--- src/rtl/xilinx_mailbox_read_adaptor.sv ---
// AXI4 read-burst to AXI4-Lite single-read adaptor for the two mailbox ports.
// One downstream read is issued per beat, so destructive FIFO reads are never speculative.
module xilinx_mailbox_read_adaptor #(
    parameter int AXI_ADDR_WIDTH = 32,
    parameter int AXI_DATA_WIDTH = 64,
    parameter int AXI_ID_WIDTH   = 10,
    parameter int AXI_USER_WIDTH = 6
) (
    input  logic                      Clk_CI,
    input  logic                      Rst_RBI,
    input  logic [AXI_ADDR_WIDTH-1:0] ArAddr_DI,
    input  logic                      ArValid_SI,
    output logic                      ArReady_SO,
    input  logic [7:0]                ArLen_SI,
    input  logic [AXI_ID_WIDTH-1:0]   ArId_DI,
    output logic [AXI_DATA_WIDTH-1:0] RData_DO,
    output logic                      RValid_SO,
    input  logic                      RReady_SI,
    output logic [AXI_ID_WIDTH-1:0]   RId_DO,
    output logic [1:0]                RResp_DO,
    output logic                      RLast_SO,
    output logic [AXI_USER_WIDTH-1:0] RUser_DO,
    output logic [AXI_ADDR_WIDTH-1:0] If0_ArAddr_DO,
    output logic                      If0_ArValid_SO,
    input  logic                      If0_ArReady_SI,
    input  logic [31:0]               If0_RData_DI,
    input  logic                      If0_RValid_SI,
    output logic                      If0_RReady_SO,
    input  logic [1:0]                If0_RResp_DI,
    output logic [AXI_ADDR_WIDTH-1:0] If1_ArAddr_DO,
    output logic                      If1_ArValid_SO,
    input  logic                      If1_ArReady_SI,
    input  logic [31:0]               If1_RData_DI,
    input  logic                      If1_RValid_SI,
    output logic                      If1_RReady_SO,
    input  logic [1:0]                If1_RResp_DI
);

    localparam int BYTES = AXI_DATA_WIDTH / 8;
    localparam logic [AXI_ADDR_WIDTH-1:0] OFF_MASK = AXI_ADDR_WIDTH'(BYTES - 1);

    typedef enum logic [1:0] {
        IDLE = 2'd0,
        ADDR = 2'd1,
        DATA = 2'd2
    } state_e;

    state_e                    state_q, state_d;
    logic [AXI_ADDR_WIDTH-1:0] addr_q, addr_d;
    logic [AXI_ID_WIDTH-1:0]   id_q, id_d;
    logic                      sel_q, sel_d;
    logic [7:0]                beat_cnt_q, beat_cnt_d;

    logic        sel_ar_ready;
    logic        sel_r_valid;
    logic [31:0] sel_r_data;
    logic [1:0]  sel_r_resp;

    assign sel_ar_ready = sel_q ? If1_ArReady_SI : If0_ArReady_SI;
    assign sel_r_valid  = sel_q ? If1_RValid_SI  : If0_RValid_SI;
    assign sel_r_data   = sel_q ? If1_RData_DI   : If0_RData_DI;
    assign sel_r_resp   = sel_q ? If1_RResp_DI   : If0_RResp_DI;

    always_comb begin
        state_d    = state_q;
        addr_d     = addr_q;
        id_d       = id_q;
        sel_d      = sel_q;
        beat_cnt_d = beat_cnt_q;
        case (state_q)
            IDLE: begin
                if (ArValid_SI) begin
                    addr_d     = ArAddr_DI;
                    id_d       = ArId_DI;
                    sel_d      = ArAddr_DI[12];
                    beat_cnt_d = ArLen_SI;
                    state_d    = ADDR;
                end
            end
            ADDR: begin
                if (sel_ar_ready) begin
                    state_d = DATA;
                end
            end
            DATA: begin
                if (sel_r_valid && RReady_SI) begin
                    if (beat_cnt_q == 8'd0) begin
                        state_d = IDLE;
                    end else begin
                        beat_cnt_d = beat_cnt_q - 8'd1;
                        // Next beat starts on the following bus-word boundary.
                        addr_d     = (addr_q + AXI_ADDR_WIDTH'(BYTES)) & ~OFF_MASK;
                        state_d    = ADDR;
                    end
                end
            end
            default: state_d = IDLE;
        endcase
    end

    always_ff @(posedge Clk_CI or negedge Rst_RBI) begin
        if (!Rst_RBI) begin
            state_q    <= IDLE;
            addr_q     <= '0;
            id_q       <= '0;
            sel_q      <= 1'b0;
            beat_cnt_q <= 8'd0;
        end else begin
            state_q    <= state_d;
            addr_q     <= addr_d;
            id_q       <= id_d;
            sel_q      <= sel_d;
            beat_cnt_q <= beat_cnt_d;
        end
    end

    always_comb begin
        ArReady_SO     = (state_q == IDLE);
        RValid_SO      = 1'b0;
        RData_DO       = '0;
        RId_DO         = '0;
        RResp_DO       = 2'b00;
        RLast_SO       = 1'b0;
        If0_ArAddr_DO  = '0;
        If0_ArValid_SO = 1'b0;
        If0_RReady_SO  = 1'b0;
        If1_ArAddr_DO  = '0;
        If1_ArValid_SO = 1'b0;
        If1_RReady_SO  = 1'b0;
        if (state_q == ADDR) begin
            if (sel_q) begin
                If1_ArValid_SO = 1'b1;
                If1_ArAddr_DO  = addr_q;
            end else begin
                If0_ArValid_SO = 1'b1;
                If0_ArAddr_DO  = addr_q;
            end
        end else if (state_q == DATA) begin
            if (sel_q) begin
                If1_RReady_SO = RReady_SI;
            end else begin
                If0_RReady_SO = RReady_SI;
            end
            RValid_SO = sel_r_valid;
            // The 32-bit mailbox word is mirrored into every lane of the AXI4 bus.
            RData_DO  = {(AXI_DATA_WIDTH / 32){sel_r_data}};
            RId_DO    = id_q;
            RResp_DO  = sel_r_resp;
            RLast_SO  = (beat_cnt_q == 8'd0);
        end
    end

    assign RUser_DO = '0;

endmodule
--- config.mk ---
export PLATFORM = sky130hd
export DESIGN_NAME = xilinx_mailbox_read_adaptor
export DESIGN_NICKNAME = d
export VERILOG_FILES = /design/src/rtl/xilinx_mailbox_read_adaptor.sv
export SDC_FILE = /design/constraint.sdc
export NUM_CORES = 1
export LEC_CHECK = 0
export BUFFER_PORTS_ARGS = -buffer_cell sky130_fd_sc_hd__buf_2
export CAP_MARGIN = 10
export CORE_ASPECT_RATIO = 0.9
export CORE_MARGIN = 5
export CORE_UTILIZATION = 44
export CTS_BUF_LIST = sky130_fd_sc_hd__clkbuf_2
export CTS_CLUSTER_DIAMETER = 150
export DETAILED_ROUTE_END_ITERATION = 7
export GPL_ROUTABILITY_DRIVEN = 0
export PLACE_DENSITY_LB_ADDON = 0.12
export SLEW_MARGIN = 25
export SYNTH_ARGS = -nofsm -noshare
export SYNTH_HDL_FRONTEND = slang
export SYNTH_SLANG_ARGS = --single-unit
--- constraint.sdc ---
create_clock -name Clk_CI -period 2.3 [get_ports Clk_CI]
set_input_delay 0.115 -clock Clk_CI [delete_from_list [all_inputs] [get_ports Clk_CI]]
set_output_delay 0.115 -clock Clk_CI [all_outputs]
set_load 0.1 [all_outputs]
; ---- After elaboration in Yosys (flattened, before gate mapping)
; Index checks and enable logic that the tools add are counted.
[totals]
inputBits = 126
out_inout_bits = 153
register_bits = 53
[classes]
n_addsub = 2
eq_ne = 6
reduce_logical = 7
n_mux = 41
[ops]
columns = op, count
row1 = $mux W32, 8
row2 = $mux W64, 2
row3 = $pmux W32 S2, 1
row4 = $add A32 B4 Y32 const B, 1
row5 = $mux W8, 3
row6 = $mux W10, 2
row7 = $mux W1, 17
row8 = $pmux W8 S2, 1
row9 = $mux W2, 6
row10 = $logic_not A8 Y1, 1
row11 = $ne A2 B2 Y1 const B, 4
row12 = $sub A8 B1 Y8 const B, 1
row13 = $pmux W2 S3, 1
row14 = $reduce_and A4 Y1, 1
row15 = $reduce_and A3 Y1, 1
row16 = $eq A2 B1 Y1 const B, 1
row17 = $eq A2 B2 Y1 const B, 1
row18 = $logic_not A2 Y1, 1
row19 = $reduce_and A2 Y1, 1
row20 = $reduce_bool A2 Y1, 1
row21 = $logic_and A1 B1 Y1, 1

; ---- Logic depth before layout (Yosys ltp)
[depth]
ltp_word = 4
ltp_mapped = 9
mapped_depth_nobuf = 7

; ---- Worst setup path after synthesis
; Ideal clock, no wire load.
[synth_timing]
path_type = register -> output
start = register sel_q
end = output RData_DO[43]
path_stages_with_launch = 7
path_slack_ps = -942
t_required_ps = 2185
arrival_time_ps = 3127
path_cell_list = dfrtp_1 > clkbuf_1 > buf_2 > buf_1 > mux2i_1 > nor2_1 > buf_4
[synth_via]
elab_chain_cells = 3
[synth_lines]
columns = element, line_no
row1 = from (decl), 51  ; logic sel_q, sel_d;
row2 = from (signal assigned), 112  ; sel_q <= sel_d;
row3 = $mux W32, 61  ; assign sel_r_data = sel_q ? If1_RData_DI : If0_RData_DI;
row4 = $mux W64, 138  ; end else if (state_q == DATA) begin
row5 = $mux W64, 130  ; if (state_q == ADDR) begin
row6 = to (decl), 16  ; output logic [AXI_DATA_WIDTH-1:0] RData_DO,
; Every way passes these cells.

; ---- Worst setup path after layout
[layout_timing]
start = register beat_cnt_q[0]
end = output RLast_SO
[layout_via]
elab_chain_cells = 3
[layout_lines]
columns = element, line_no
row1 = from (decl), 52  ; logic [7:0] beat_cnt_q, beat_cnt_d;
row2 = from (signal assigned), 113  ; beat_cnt_q <= beat_cnt_d;
row3 = $logic_not A8 Y1, 149  ; RLast_SO = (beat_cnt_q == 8'd0);
row4 = $mux W1, 138
row5 = $mux W1, 130
row6 = to (decl), 21  ; output logic RLast_SO,
; Every way passes these cells.

==> metrics.md <==
| Metric | Value |
|---|---|
| CTS clk-pin slew, worst paths | 0.27 ns |
| Max Freq | 452 MHz |
| Initial Utilization | between 40% and 50% |
| Max stage delay on crit path | 0.50 ns |
| Crit path required time | ~2.2 ns |
| Tcrit/Tclk final | 96.2% |
| Critical-path cell list | inv_2 > ha_4 > or4b_4 > nor3_4 > buf_6 > buf_12 |
| CP delay by family, top | simple AND/OR/NAND/NOR gates |
| CTS tree | done |
| Setup repair bufs after CTS | 0 |
| Clock sinks | 53 |
| Crit path kind | reg2out |
| Overflow after GRT | 0 |
| CP Data Arrival Time | between 2 and 2.5 ns |
| Final nets | just over 900 |
| Area of the multi-input gates | about 0.0028 mm2 |
| Antenna-violating nets left | 0 |
| Vias per std cell | 5.53 |
| Worst path slowest cell | or4b_4 |
| Status | complete, no violations |
| Routed WL | about 17000 um |
| Endpoints failing setup | 0 |
| Max transition margin | between 50% and 60% |
| Crit path max fanout | 4 |
| Post-Syn Area | about 0.0043 mm2 |
| Final Hold Viols | 0 |
| Drt wl/cell | around 18 um |
| Global-route wire length before repair | about 27000 um |
| Die Wd | around 110 um |
| Area leader, netlist | dfrtp_1 |
| Startpoint types | flip-flop |
| Yosys cell types | between 50 and 60 |
| Top_reg_cell synth | dfrtp_1 |
| R2r setup slk | approximately 0.13 ns |
| Asr flop ratio synth | 100% |
| Core footprint | between 0.009 and 0.01 mm2 |
| RSZ-0062 raised after global routing | true |
| Worst clock skew | roughly 0.022 ns |
| CP endpoint kind | output pin |
| Clock root buffer | clkbuf_2 |
| Via count | 5145 |
| Number of detailed-route iterations in the first pass | 5 |
| # H-tree levels | 2 |
| Share of layout cells above drive strength 1 | between 40% and 50% |
| Max-slew violations | 0 |
| Register Area | about 0.0013 mm2 |
| Die area | approximately 0.012 mm2 |
| Worst-margin pin slew | about 0.68 ns |
| Tmin final | 2.21 ns |
| Port buffer count | approximately 270 |
| Sequential fraction of the synthesis area | a little under a third |
| Mapped Cells | 546 |
| Max Cap Viol | 0 |
| Chip height | ~100 um |
| Top post-synthesis cells by area | dfrtp_1 31%, mux2i_1 8.5%, buf_4 6.9% |
| Remaining DRCs | 0 |
| Io pins | roughly 280 |
| P&R area growth vs syn | 74.2% |
| Number of flops mapped to enable cells by yosys | 0 |
| Final hold slack | 0.00594 ns |
| Number of global-route vias before repair | around 5200 |
| HPWL Detailed | 12700 um |
| Global Route Usage Sum | between 20% and 30% |
| Path type of the worst min-delay path | in2reg |
| Largest net degree at the start of global routing | ~80 |
| Skew-Pair Late Insertion Delay | around 0.43 ns |
| Bufs and invs on worst path | 3 |
| Num rows | 34 |
| Antenna violations before repair | 1 |
| Longest Clk Path Bufs | 2 |
| Syn. warnings | 0 |
| CTS buffer count | 5 |
| Syn Area/Cell | 7.95 um2 |
| #FFs+latches synth | 53 |
| Initial DRC Count | 320 |
| Top-area cell type share of the netlist area | between 30% and 40% |
| FILL cells | ~670 |
==> sequential cells by signal (all words and copies together), names as in the netlist <==
signal	cells
beat_cnt_q	8
sel_q	1
addr_q	32
state_q	2
id_q	10
==> layout by cell type, fill, tap and decap left out, drive strengths merged, types with 8 or more instances in the layout <==
cell / Yosys / routed
clkbuf: 29 / 8
and2: 38 / 38
a2bb2oi: 11 / 11
nor2: 67 / 67
a21oi: 27 / 27
nor3: 11 / 11
nand3: 21 / 21
mux2i: 37 / 37
dlygate4sd3: 0 / 35
mux2: 11 / 11
nand2: 34 / 34
o21ai: 19 / 19
inv: 9 / 9
and3: 41 / 41
o22ai: 12 / 12
buf: 54 / 291
dfrtp: 53 / 53
==> per-stage QoR <==
stage                     utilization (%)  setup TNS, ns  instances  setup slack (ns)  cell area (um2)
final                                78.3              0        930            0.0871             7560
after global routing                 78.3        -0.0206        930           -0.0206             7560
after CTS                            77.8              0        927           0.00711             7520
after detailed placement             74.0              0        887             0.168             7140
after global placement               74.0              0        887             0.235             7140
after floorplan                         -         -26.56        551            -0.766             4820
==> metal layers <==
layer	routed length (um)	track usage, %
met1	6310	33.6
met2	8680	48.4
met3	1550	4.48
met4	375	9.05
met5	0	0
==> Yosys cell counts, drive strengths merged (2+ instances only) <==
cell     count
a211oi       5
a21oi       27
a22oi        2
a2bb2oi     11
a311oi       3
a31o         2
a31oi        5
and2        38
and3        41
buf         54
clkbuf      29
dfrtp       53
ha           2
inv          9
mux2        11
mux2i       37
nand2       34
nand2b       6
nand3       21
nand4        6
nor2        67
nor2b        4
nor3        11
nor3b        2
nor4         5
o211ai       3
o21ai       19
o22a         4
o22ai       12
o2bb2ai      2
o31ai        2
or3          4
or4          2
==> area by class of cell <==
type | instances | share of cell area [%]
antenna | 1 | 0.0331
multi-input combinational | 406 | 37.4
clock inverter | 1 | 0.0662
tap | 126 | 2.08
sequential | 53 | 17.6
inverter | 9 | 0.447
timing repair buffer | 328 | 42.0
clock buffer | 6 | 0.397
==> worst register-to-register path, delay by kind of cell, from the launching register on <==
kind / cells / cell delay (ns)
buffers and inverters: 2 / 0.34
DFF: 1 / 0.46
adders and majority gates: 1 / 0.14
AOI/OAI and AO/OA: 1 / 0.12
and+or+nand+nor: 4 / 1.03
==> kinds of logic after synthesis <==
| group | share of synthesized area [%] |
|---|---|
| and+or+nand+nor | 29.8 |
| AOI/OAI and AO/OA | 15.9 |
| buffers and inverters | 11.7 |
| DFF | 30.6 |
| muxes | 11.4 |
| adders and majority gates | 0.576 |
| other | 0.0864 |
==> path summary, 6_finish.rpt <==
path / startpoint / endpoint / cells after the start
hold reg to reg: addr_q[0]$_DFFE_PN0P_ / addr_q[0]$_DFFE_PN0P_ / 2
setup reg to reg: beat_cnt_q[0]$_DFFE_PN0P_ / beat_cnt_q[2]$_DFFE_PN0P_ / 8
hold / removal: ArAddr_DI[10] / addr_q[10]$_DFFE_PN0P_ / 3
max in group asynchronous: Rst_RBI / addr_q[20]$_DFFE_PN0P_ / 3
setup / recovery: beat_cnt_q[0]$_DFFE_PN0P_ / RLast_SO / 6
min in group asynchronous: Rst_RBI / id_q[7]$_DFFE_PN0P_ / 2
==> timing repair <==
item,CTS,global route
cloned,0,0
gates resized for setup,3,7
endpoints found under the setup margin,49,58
hold endpoints to repair,58,2
hold buffers,33,2
Power is not shown: default switching activity piles up to over one toggle a cycle in this logic, so the estimate is an artifact.
